[config.mk]
export PLATFORM = sky130hd
export DESIGN_NAME = decoder_bank
export DESIGN_NICKNAME = d
export VERILOG_FILES = /design/src/rtl/decoder_bank.sv
export SDC_FILE = /design/constraint.sdc
export NUM_CORES = 1
export LEC_CHECK = 0
export ABC_AREA = 1
export CORE_AREA = 2 2 39 41
export DETAILED_ROUTE_END_ITERATION = 8
export DIE_AREA = 0 0 41 43
export PLACE_DENSITY = 0.7
export SYNTH_ARGS = -nofsm -noshare
export SYNTH_HDL_FRONTEND = slang
export SYNTH_SLANG_ARGS = --single-unit
[constraint.sdc]
create_clock -name clk -period 1.5 [get_ports clk]
set_clock_uncertainty 0.2 [all_clocks]
set_input_delay 0.375 -clock clk [delete_from_list [all_inputs] [get_ports clk]]
set_output_delay 0.375 -clock clk [all_outputs]
set_load 0.05 [all_outputs]
[src/rtl/decoder_bank.sv]
// Bank of three registered one-hot decoders (1->2, 2->4, 3->8) sharing one enable.
// Optional one-hot violation flag `err` is built when DECODER_BANK_ONEHOT_CHK_EN is defined.

module decoder_bank_dec1 (
   input  logic       ena,
   input  logic       sel,
   output logic [1:0] out_c
);
   assign out_c[0] = ena & ~sel;
   assign out_c[1] = ena &  sel;
endmodule

module decoder_bank_dec2 (
   input  logic       ena,
   input  logic [1:0] sel,
   output logic [3:0] out_c
);
   decoder_bank_dec1 u_lo (.ena(ena & ~sel[1]), .sel(sel[0]), .out_c(out_c[1:0]));
   decoder_bank_dec1 u_hi (.ena(ena &  sel[1]), .sel(sel[0]), .out_c(out_c[3:2]));
endmodule

module decoder_bank_dec3 (
   input  logic       ena,
   input  logic [2:0] sel,
   output logic [7:0] out_c
);
   decoder_bank_dec2 u_lo (.ena(ena & ~sel[2]), .sel(sel[1:0]), .out_c(out_c[3:0]));
   decoder_bank_dec2 u_hi (.ena(ena &  sel[2]), .sel(sel[1:0]), .out_c(out_c[7:4]));
endmodule

module decoder_bank (
   input  logic       clk,
   input  logic       rst,
   input  logic       ena,
   input  logic       in_1_to_2,
   input  logic [1:0] in_2_to_4,
   input  logic [2:0] in_3_to_8,
   output logic [1:0] out_1_to_2,
   output logic [3:0] out_2_to_4,
`ifdef DECODER_BANK_ONEHOT_CHK_EN
   output logic [7:0] out_3_to_8,
   output logic       err
`else
   output logic [7:0] out_3_to_8
`endif
);
   localparam int unsigned W1 = 2;
   localparam int unsigned W2 = 4;
   localparam int unsigned W3 = 8;

   logic [W1-1:0] dec1_c, out_1_to_2_d, out_1_to_2_q;
   logic [W2-1:0] dec2_c, out_2_to_4_d, out_2_to_4_q;
   logic [W3-1:0] dec3_c, out_3_to_8_d, out_3_to_8_q;

   decoder_bank_dec1 u_dec1 (.ena(ena), .sel(in_1_to_2), .out_c(dec1_c));
   decoder_bank_dec2 u_dec2 (.ena(ena), .sel(in_2_to_4), .out_c(dec2_c));
   decoder_bank_dec3 u_dec3 (.ena(ena), .sel(in_3_to_8), .out_c(dec3_c));

   // Reset dominates; the decoders already fold in ena.
   always_comb begin
      out_1_to_2_d = '0;
      out_2_to_4_d = '0;
      out_3_to_8_d = '0;
      if (!rst) begin
         out_1_to_2_d = dec1_c;
         out_2_to_4_d = dec2_c;
         out_3_to_8_d = dec3_c;
      end
   end

   always_ff @(posedge clk) begin
      if (rst) begin
         out_1_to_2_q <= '0;
         out_2_to_4_q <= '0;
         out_3_to_8_q <= '0;
      end else begin
         out_1_to_2_q <= out_1_to_2_d;
         out_2_to_4_q <= out_2_to_4_d;
         out_3_to_8_q <= out_3_to_8_d;
      end
   end

   assign out_1_to_2 = out_1_to_2_q;
   assign out_2_to_4 = out_2_to_4_q;
   assign out_3_to_8 = out_3_to_8_q;

`ifdef DECODER_BANK_ONEHOT_CHK_EN
   logic err_d, err_q;

   // More than one bit set iff clearing the lowest set bit leaves something behind.
   function automatic logic multi_hot(input logic [W3-1:0] v);
      return (v & (v - W3'(1))) != '0;
   endfunction

   always_comb begin
      err_d = 1'b0;
      if (!rst) begin
         err_d = multi_hot(W3'(out_1_to_2_d)) |
                 multi_hot(W3'(out_2_to_4_d)) |
                 multi_hot(out_3_to_8_d);
      end
   end

   always_ff @(posedge clk) begin
      if (rst) err_q <= 1'b0;
      else     err_q <= err_d;
   end

   assign err = err_q;
`endif

endmodule

**Word level (Yosys, flattened, before mapping)**

Cells that the tools add are included.
W data, S select, Z words.

- Bitwise operators: 28

Operators with widths:

| kind | count |
|---|---|
| $and A1 B1 Y1 | 22 |
| $not A1 Y1 | 6 |

- Word-level logic and storage cells: 31
- Input port bits: 9
- Output and inout port bits: 14
- Register bits: 14

**Depth between registers and ports, before layout**

- Word-level depth: 4
- Mapped depth: 3
- Depth with buffers taken out: 3

**By module**

From an unflattened synthesis, not the netlist that was laid out.

- Cell total of the unflattened synthesis: 87
- Area total of the unflattened synthesis: 589.3 µm²

Modules (own cells, without submodules):

| module | sequential area each (µm²) | area each (µm²) | cells each | times used |
|---|---|---|---|---|
| decoder_bank | 280.3 | 396.6 | 43 | 1 |
| decoder_bank_dec1 | 0.0 | 17.5 | 4 | 7 |
| decoder_bank_dec2 | 0.0 | 17.5 | 4 | 3 |
| decoder_bank_dec3 | 0.0 | 17.5 | 4 | 1 |

**Worst setup path after synthesis**

OpenSTA, ideal clock, no wires.

- Path type: flip-flop to output port
- Start: reg out_1_to_2_q[0], in the netlist out_1_to_2[0]
- End: out out_1_to_2[0]
- Data required time: 0.925 ns
- Path buffers: 0
- Cell stages (with the launch flop): 1
- Setup slack: 0.338 ns
- Arrival: 0.587 ns
- Cell sequence: dfxtp_1

RTL lines:

| what | RTL line | source |
|---|---|---|
| start, declared | 51 | `logic [W1-1:0] dec1_c, out_1_to_2_d, out_1_to_2_q;` |
| start signal, assigned | 77 | `out_1_to_2_q <= out_1_to_2_d;` |
| end, declared | 38 | `output logic [1:0] out_1_to_2,` |

No word-level cell between the ends.

**Worst setup path in the final report**

- Start: reg out_2_to_4_q[2], in the netlist out_2_to_4[2]
- End: out out_2_to_4[2]

RTL lines:

| what | RTL line | source |
|---|---|---|
| start, declared | 52 | `logic [W2-1:0] dec2_c, out_2_to_4_d, out_2_to_4_q;` |
| start signal, assigned | 78 | `out_2_to_4_q <= out_2_to_4_d;` |
| end, declared | 39 | `output logic [3:0] out_2_to_4,` |

No word-level cell between the ends.

==> results by group <==
Status
  – Status: finished clean

Timing
  – Fmax: 735 MHz
  – Total negative slack: 0 ns
  – Final period util: 90.7%
  – Max-slew headroom: between 80 and 90%
  – Hold_ws: 0.453 ns
  – Final setup viols: 0
  – Fin crit period: 1.36 ns
  – RSZ-0062 raised after global routing: false
  – Final slew viol count: 0
  – Fin. Hold Viols: 0
  – Slew at the pin closest to its max-slew limit: between 0.2 and 0.3 ns

Clocking
  – Post-CTS setup-driven buffer insertion count: 0
  – CTS sink cnt: 14
  – Clock-pin slew on the worst setup and hold paths: 0.08 ns
  – Post_cts resized: 0
  – CTS max path bufs: 2
  – Hold Buf Count CTS: 0
  – H-tree depth: 1
  – Root Driver: clkbuf_4
  – CTS tree: done
  – TritonCTS Buffers: 3

Power
  – Power, Total: 756 uW
  – Sequential share of power: approximately 51%
  – Switch Pwr: ~170 uW
  – Worst vdd ir: 560 uV
  – Clk network pwr share: 34.0%
  – Static Leak: 0.346 nW
  – Int Pwr: between 500 and 600 uW
  – Combinational power share: 14.9%
  – Net Sw Frac: approximately 23%
  – Power per cell area: between 900 and 1000 mW/mm^2

Floorplan
  – Die Span X: a little over 40 um
  – Core area: 0.00138 sq mm
  – Starting Density: 30.0%
  – Die span in y: between 40 and 50 um
  – Num rows: 14
  – IO Pins: 23
  – Die area: 0.00176 sq mm

Place
  – IO Port Bufs: 22
  – Area post-placement: 788 sq um
  – Routability cong.: 0.743
  – HPWL after DPL: approximately 690 um

Worst hold path
  – Hold endpoint: out_1_to_2[0]$_SDFF_PP0_
  – Min-Delay Path Class: input port to flop
  – Worst Hold Depth: 2
  – Hold_sp: in_1_to_2

Synthesis
  – Flops & latches, synth: 14
  – Synth unique cells: 9
  – Seq/Total Area, Yosys: 67.5%
  – Post-Syn Instances: 45
  – Mapped Area: 415 sq um
  – Synth warn: 0
  – Syn avg cell area: 9.23 sq um
  – Syn_nets: 54

Setup path
  – Crit-path max cell delay: between 0.3 and 0.4 ns
  – Delay-heaviest family, CP: flip-flops
  – Critical path class: flop to output port
  – Slowest stage cell, crit path: dfxtp_1
  – CP Data Required Time: 0.92 ns
  – CP endpoint kind: output port
  – CP Cell Sequence: buf_12
  – Crit path DAT: 0.79 ns
  – CP Buf/Inv Count: 1
  – CP max FO: 1
  – Worst setup SP type: flop

Finish
  – Number of fill cells: 109
  – Share of cells above drive strength 1: 28.6%
  – Final instance area: 825 sq um
  – P&R area growth vs syn: 98.5%
  – Final nets: 80
  – Antenna diode count: 0

Routing
  – Routed WL: ~800 um
  – DR WL/cell: roughly 9 um
  – Final ANT Viol Nets: 0
  – Vias/cell: 4.28
  – DR DRC count: 0
  – Vias: between 300 and 400
  – Starting DRT DRC Count: 6
  – Drt first pass iters: 4

GRT
  – Largest net degree at the start of global routing: 9
  – Global-route wire length before repair: roughly 1.3 mm
  – Grt ovf: 0
  – GRT Overall Usage: 11.6%
  – Vias in the first global route: 333
  – Initial antenna violation count: 0

Flow run
  – Max cap viols: 0
## layer usage
metal	wire length, um	global-route usage [%]
met1	268	11.3
met5	0	0
met2	423	18.4
met3	91	4.71
met4	9	8.00
## cells in the mapped netlist
| library cell | instances | area share, % |
|---|---|---|
| buf_4 | 1 | 1.8 |
| or2_4 | 1 | 2.1 |
| or2_1 | 1 | 1.5 |
| nor2_1 | 13 | 12 |
| nand3_1 | 4 | 4.8 |
| nand2_1 | 6 | 5.4 |
| nor2_2 | 1 | 1.5 |
| dfxtp_1 | 14 | 67 |
| inv_1 | 4 | 3.6 |
## how the worst max path moves through the flow
stage          cells after the start                        to                      from
6_report                           1             out_2_to_4[2]  out_2_to_4[2]$_SDFF_PP0_
5_1_grt                            1             out_2_to_4[2]  out_2_to_4[2]$_SDFF_PP0_
4_1_cts                            1             out_2_to_4[2]  out_2_to_4[2]$_SDFF_PP0_
3_5_place_dp                       3  out_3_to_8[4]$_SDFF_PP0_                       ena
3_3_place_gp                       4  out_3_to_8[5]$_SDFF_PP0_                       rst
2_1_floorplan                      0             out_1_to_2[0]  out_1_to_2[0]$_SDFF_PP0_
## power groups by stage
stage,combinational (mW),sequential [mW],clock (mW)
after floorplan,0.0224,0.421,0
after global placement,0.111,0.396,0
after detailed placement,0.113,0.396,0
after CTS,0.113,0.387,0.267
after global routing,0.120,0.387,0.273
final,0.113,0.387,0.257
## cells in the final DEF, fill, tap and decap left out, types with 3 or more instances in the layout
cell and instances:
clkbuf_4 3, dfxtp_1 14, nor2_1 13, buf_12 14
inv_1 4, nand3_1 4, nand2_1 6, clkdlybuf4s50_1 8
## stage by stage
stage,utilization [%],setup slack (ns),std cells
6_report,59.6,0.139,86
5_1_grt,59.6,0.112,86
4_1_cts,59.6,0.121,86
3_5_place_dp,57.0,-0.0301,82
3_3_place_gp,57.0,0.00967,82
2_1_floorplan,-,0.338,45
## layout make-up
type | count | area [sq um] | area share (%)
Inverter | 4 | 15.0 | 1.82
Clock buffer | 4 | 36.3 | 4.40
Sequential cell | 14 | 280 | 34.0
Multi-Input combinational cell | 26 | 113 | 13.7
Timing Repair Buffer | 22 | 360 | 43.7
Tap cell | 16 | 20.0 | 2.43
## flip-flops by register name (all words and copies together) (netlist names)
name	cells
out_3_to_8	8
out_1_to_2	2
out_2_to_4	4
## kinds of logic (layout without fill, tap and decap cells)
logic type / after synthesis / after routing / synth area share (%)
simple gates: 26 / 26 / 27.1
flops: 14 / 14 / 67.5
buf+inv: 5 / 30 / 5.42
Power figures use the tool's default switching activity.
